==> config.mk <==
export PLATFORM = sky130hd
export DESIGN_NAME = stream_demux_reg_flat
export DESIGN_NICKNAME = d
export VERILOG_FILES = /design/src/rtl/stream_demux_reg_if.sv /design/src/rtl/stream_demux_reg.sv /design/src/flat_wrapper.sv
export SDC_FILE = /design/constraint.sdc
export NUM_CORES = 1
export LEC_CHECK = 0
export ABC_CLOCK_PERIOD_IN_PS = 1470
export CAP_MARGIN = 20
export CORE_MARGIN = 1
export CORE_UTILIZATION = 28
export CTS_CLUSTER_SIZE = 16
export DETAILED_ROUTE_END_ITERATION = 10
export PLACE_DENSITY = 0.75
export SLEW_MARGIN = 0
export SYNTH_ARGS = -nofsm -noshare
export SYNTH_HDL_FRONTEND = slang
export SYNTH_SLANG_ARGS = --single-unit
==> constraint.sdc <==
create_clock -name clk -period 1.47 [get_ports clk]
set_input_delay 0.2205 -clock clk [delete_from_list [all_inputs] [get_ports clk]]
set_output_delay 0.2205 -clock clk [all_outputs]
set_load 0.1 [all_outputs]
==> src/rtl/stream_demux_reg_if.sv <==
// Producer and consumer-lane bundle for the registered stream demultiplexer.
interface stream_demux_reg_if #(
  parameter int WIDTH = 8,
  parameter int NCH   = 16,
  parameter int SELW  = 4,
  parameter int CNTW  = 8
);
  logic [WIDTH-1:0]     d;
  logic                 d_valid;
  logic                 d_ready;
  logic [SELW-1:0]      sel;
  logic                 bcast;
  logic [NCH*WIDTH-1:0] out_data;
  logic [NCH-1:0]       out_valid;
  logic [NCH-1:0]       out_ready;
  logic                 err;
  logic [CNTW-1:0]      drop_cnt;

  modport master (
    output d, d_valid, sel, bcast, out_ready,
    input  d_ready, out_data, out_valid, err, drop_cnt
  );

  modport slave (
    input  d, d_valid, sel, bcast, out_ready,
    output d_ready, out_data, out_valid, err, drop_cnt
  );
endinterface

==> src/rtl/stream_demux_reg.sv <==
// Registered 1-to-NCH stream demux (unicast/broadcast, drops sel >= NCH); 1-cycle latency.
// d_ready is low while any pending lane is not ready, so a held word blocks the producer.
module stream_demux_reg #(
  parameter int WIDTH = 8,
  parameter int NCH   = 16,
  parameter int SELW  = 4,
  parameter int CNTW  = 8
) (
  input  logic               clk,
  input  logic               rst,
  stream_demux_reg_if.slave  bus
);

  typedef enum logic {EMPTY, HOLD} state_t;

  localparam logic [NCH-1:0]  LANE0   = {{(NCH-1){1'b0}}, 1'b1};
  localparam logic [CNTW-1:0] CNT_MAX = '1;

  logic [NCH-1:0]       pend_q, pend_d;
  logic [WIDTH-1:0]     data_q, data_d;
  logic                 err_q, err_d;
  logic [CNTW-1:0]      cnt_q, cnt_d;
  state_t               state;
  logic                 rdy;
  logic                 accept;
  logic                 sel_ok;
  logic [NCH*WIDTH-1:0] odat;

  // The state is a view of the pending mask, not separate storage.
  assign state  = (pend_q == '0) ? EMPTY : HOLD;
  assign sel_ok = (32'(bus.sel) < NCH);
  assign accept = bus.d_valid && rdy;

  always_ff @(posedge clk or posedge rst) begin
    if (rst) begin
      pend_q <= '0;
      data_q <= '0;
      err_q  <= 1'b0;
      cnt_q  <= '0;
    end else begin
      pend_q <= pend_d;
      data_q <= data_d;
      err_q  <= err_d;
      cnt_q  <= cnt_d;
    end
  end

  always_comb begin
    pend_d = pend_q & ~bus.out_ready;
    data_d = data_q;
    err_d  = 1'b0;
    cnt_d  = cnt_q;
    if (accept) begin
      if (bus.bcast) begin
        pend_d = '1;
        data_d = bus.d;
      end else if (sel_ok) begin
        pend_d = LANE0 << bus.sel;
        data_d = bus.d;
      end else begin
        // Unroutable word: consume it, keep the old data, count it.
        pend_d = '0;
        err_d  = 1'b1;
        if (cnt_q != CNT_MAX) begin
          cnt_d = cnt_q + 1'b1;
        end
      end
    end
  end

  always_comb begin
    rdy  = (state == EMPTY) || ((pend_q & ~bus.out_ready) == '0);
    odat = '0;
    for (int i = 0; i < NCH; i++) begin
      if (pend_q[i]) begin
        odat[i*WIDTH +: WIDTH] = data_q;
      end
    end
  end

  assign bus.d_ready   = rdy;
  assign bus.out_valid = pend_q;
  assign bus.out_data  = odat;
  assign bus.err       = err_q;
  assign bus.drop_cnt  = cnt_q;

endmodule

==> src/flat_wrapper.sv <==
// flat-port wrapper written by rule: the top's interface ports become plain ports
module stream_demux_reg_flat 
#(
  parameter int WIDTH = 8,
  parameter int NCH   = 16,
  parameter int SELW  = 4,
  parameter int CNTW  = 8
)
  (clk, rst, bus_d, bus_d_valid, bus_sel, bus_bcast, bus_out_ready, bus_d_ready, bus_out_data, bus_out_valid, bus_err, bus_drop_cnt);
  stream_demux_reg_if #(.WIDTH(WIDTH), .NCH(NCH), .SELW(SELW), .CNTW(CNTW)) bus_i ();
  input  logic clk;
  input  logic rst;
  input wire logic [$bits(bus_i.d)-1:0] bus_d;
  input wire logic [$bits(bus_i.d_valid)-1:0] bus_d_valid;
  input wire logic [$bits(bus_i.sel)-1:0] bus_sel;
  input wire logic [$bits(bus_i.bcast)-1:0] bus_bcast;
  input wire logic [$bits(bus_i.out_ready)-1:0] bus_out_ready;
  output wire logic [$bits(bus_i.d_ready)-1:0] bus_d_ready;
  output wire logic [$bits(bus_i.out_data)-1:0] bus_out_data;
  output wire logic [$bits(bus_i.out_valid)-1:0] bus_out_valid;
  output wire logic [$bits(bus_i.err)-1:0] bus_err;
  output wire logic [$bits(bus_i.drop_cnt)-1:0] bus_drop_cnt;
  assign bus_i.d = bus_d;
  assign bus_i.d_valid = bus_d_valid;
  assign bus_i.sel = bus_sel;
  assign bus_i.bcast = bus_bcast;
  assign bus_i.out_ready = bus_out_ready;
  assign bus_d_ready = bus_i.d_ready;
  assign bus_out_data = bus_i.out_data;
  assign bus_out_valid = bus_i.out_valid;
  assign bus_err = bus_i.err;
  assign bus_drop_cnt = bus_i.drop_cnt;
  stream_demux_reg #(.WIDTH(WIDTH), .NCH(NCH), .SELW(SELW), .CNTW(CNTW)) u_core (.clk(clk), .rst(rst), .bus(bus_i));
endmodule
==> qor.yml, run 1 <==
status: "complete, but fails checks"
violations: "negative setup slack"
drc: 0
pre_cts_ws_ns: -0.717
syn-mean-instance-area_um2: 8.36
critPathLaunchType: "flop"
final_util_pct: 93.1
grt_max_degree: 25
multiInputGateArea_mm2: 0.00182
num_rows: 30
fin_crit_ns: 1.91
core_mm2: 0.00691
placed_cells: 529
fp.dieH_um: 87.2
syn-instance-count: 243
root_buffer: "clkbuf_8"
clock-sinks: 24
synth_xor_area_share_pct: 0
grt_pass1_vias: 2972
cp_cell_sequence: "nand2b_4 > nand4_4 > nor4_4 > buf_4 > buf_6 > nand2_8 > mux2_4"
synth_top_family_by_area: "simple AND/OR/NAND/NOR gates"
yosysWarnings: 0
synthesis.area_mm2: 0.00203
worst_slew_pin_slew_ns: 0.603
synth_compound_area_share_pct: 8.44
drt_iter0_markers: 147
path_max_fanout: 7
port_buffers: 176
drv_cap: 0
ant_nets: 0
setup_ws_ns: -0.441
finish.net_count: 504
start_util_pct: 29.4
rsz0062_at_grt: "true"
cts.path.max_buffers: 2
stdcell_count: 568
insertion_delay_ns: 0.28
synth-seq-area-share_pct: 29.6
synthAdderAreaFrac_pct: 0
cts_tree: "yes"
n_fill_cell: 192
final_max_slew_viol_count: 0
dieWidth_um: 87.2
finalHoldViolCount: 0
critical-path-top-delay-family: "simple AND/OR/NAND/NOR gates"
postCtsHoldBufs: 0
die_area_mm2: 0.00760
cts_max_level: 1
area_delta_synth_final_pct: 217
hp-class: "input port to flop"
fmax_ghz: 0.523
setup_viol_count_final: 72
yosys.cell_types.count: 23
ys_seq_elements: 24
synthMuxAreaShare_pct: 5.18
relSlewSlack_pct: 59.7
required_ns: 1.63
antenna_found_initial: 1
dp_hpwl_um: 8920
clk_pin_slew_ns: 0.10
viasPerCell: 5.44
critPathArrivalTime_ns: 2.07
io_pins: 186
worst-setup-path-type: "flop to flop"
routed_wirelength_um: 15900
critPathCaptureType: "flop"
slowest_delay_ns: 0.45
gr-total-overflow: 0
cts_inserted_buffers: 3
gp_congestion: 0.912
cp_slowest_cell: "dfrtp_2"
wl_per_cell_um: 28.0
clock_skew_ns: 0.00694
grt_first_pass_wirelength_um: 19600
final.period_utilization_pct: 130
drive_above_1_share_pct: 84.7
cp_num_buf_inv: 2
dr.pass1.iters: 5
regArea_um2: 634
synth-simple-area-share_pct: 50.5
grt_usage_pct: 35.6
vias: 3092
## path summary, 6_finish.rpt
path / depth (start not counted) / slack (ns) / startpoint / endpoint
hold / removal: 3 / 0.26 / bus_out_ready[5] / u_core.bus.out_valid[5]
max in group asynchronous: 3 / 0.88 / rst / u_core.data_q[2]
min in group asynchronous: 3 / 0.32 / rst / u_core.bus.out_valid[6]
hold reg to reg: 2 / 0.56 / u_core.bus.out_valid[5] / u_core.bus.out_valid[5]
setup / recovery: 7 / -0.44 / u_core.bus.out_valid[1] / u_core.data_q[2]
setup reg to reg: 7 / -0.44 / u_core.bus.out_valid[1] / u_core.data_q[2]
## synthesized netlist by cell type (all sizes together)
library cell	n	share of area, %
and2	128	39
dfrtp	24	30
o21ai	16	3.9
nand2b	15	5.1
clkbuf	11	2.0
buf	10	3.9
a21oi	9	2.2
mux2	8	5.2
a31oi	6	1.8
nand4	4	2.6
nor2b	4	1.2
nor2	2	0.37
a41oi	1	0.43
conb	1	0.18
inv	1	0.18
nand2	1	0.31
nor4	1	1.0
or2b	1	0.43
## stage by stage
| stage | setup TNS [ns] | cell area, µm² | hold WS (ns) |
|---|---|---|---|
| 3_3_place_gp | -11.68 | 5800 | 0.514 |
| 5_1_grt | -11.51 | 6430 | 0.267 |
| 2_1_floorplan | -33.63 | 2380 | 0.234 |
| 3_5_place_dp | -15.89 | 5800 | 0.518 |
| 6_report | -10.16 | 6430 | 0.264 |
| 4_1_cts | -8.29 | 6120 | 0.304 |
## tightest hold or removal path: stages
cell	delay, ns
dlymetal6s2s_1	0.11
nand2b_4	0.14
o21ai_2	0.05
## state kept, by name (all words and copies together), names as in the netlist
register,count
u_core.bus.out_valid,16
u_core.data_q,8
## kinds of logic after synthesis
family	after synthesis
AOI/OAI and AO/OA	32
other	1
DFF	24
muxes	8
buffers and inverters	22
and+or+nand+nor	156
## routing by layer
metal / up-vias / global-route usage [%] / routed length [µm]
li1: 1227 / - / -
met1: 1538 / 38.4 / 5280
met2: 248 / 67.2 / 8340
met3: 79 / 6.26 / 1140
met4: 0 / 16.5 / 1120
met5: - / 0 / 0
## layout by cell type (no fill, tap or decap), types with 2 or more instances in the layout
cell type and n:
buf_12 145, and2_4 127, buf_4 33, clkdlybuf4s50_1 26, buf_6 24, dfrtp_2 21, nand2b_4 12, o21ai_2 12
a21oi_1 9, conb_1 9, a31oi_1 6, dlymetal6s2s_1 5, nor2b_1 4, o21ai_1 4, mux2_4 4, mux2_2 4
clkbuf_8 4, nand4_4 3, nand2b_1 3, buf_8 3, nor2_1 2, dfrtp_4 2
## final cells by class
cell class,count,area share [%]
multi-input combinational,206,28.4
tap,96,1.87
clock buffer,4,0.857
sequential,24,9.87
inverter,1,0.0584
timing repair buffer,236,58.9
antenna,1,0.0389
## what timing repair did
| item | CTS | global route |
|---|---|---|
| cloned | 0 | 1 |
| resized for setup | 40 | 71 |
| setup endpoints to repair | 138 | 81 |
| pin swaps | 7 | 9 |
| setup buffers | 26 | 9 |
Power of run 1 is not shown: default switching activity piles up to over one toggle a cycle in this logic, so the estimate is an artifact.
==> run 2: changes to the inputs <==
--- a/config.mk
+++ b/config.mk
@@ -12,7 +12,6 @@
 export CTS_CLUSTER_SIZE = 16
 export DETAILED_ROUTE_END_ITERATION = 10
 export PLACE_DENSITY = 0.75
-export SLEW_MARGIN = 0
 export SYNTH_ARGS = -nofsm -noshare
 export SYNTH_HDL_FRONTEND = slang
 export SYNTH_SLANG_ARGS = --single-unit
==> results of run 2 <==
No change in the layout: final DEF, timing and power equal those of run 1.
Power of run 2 is left out for the same reason.
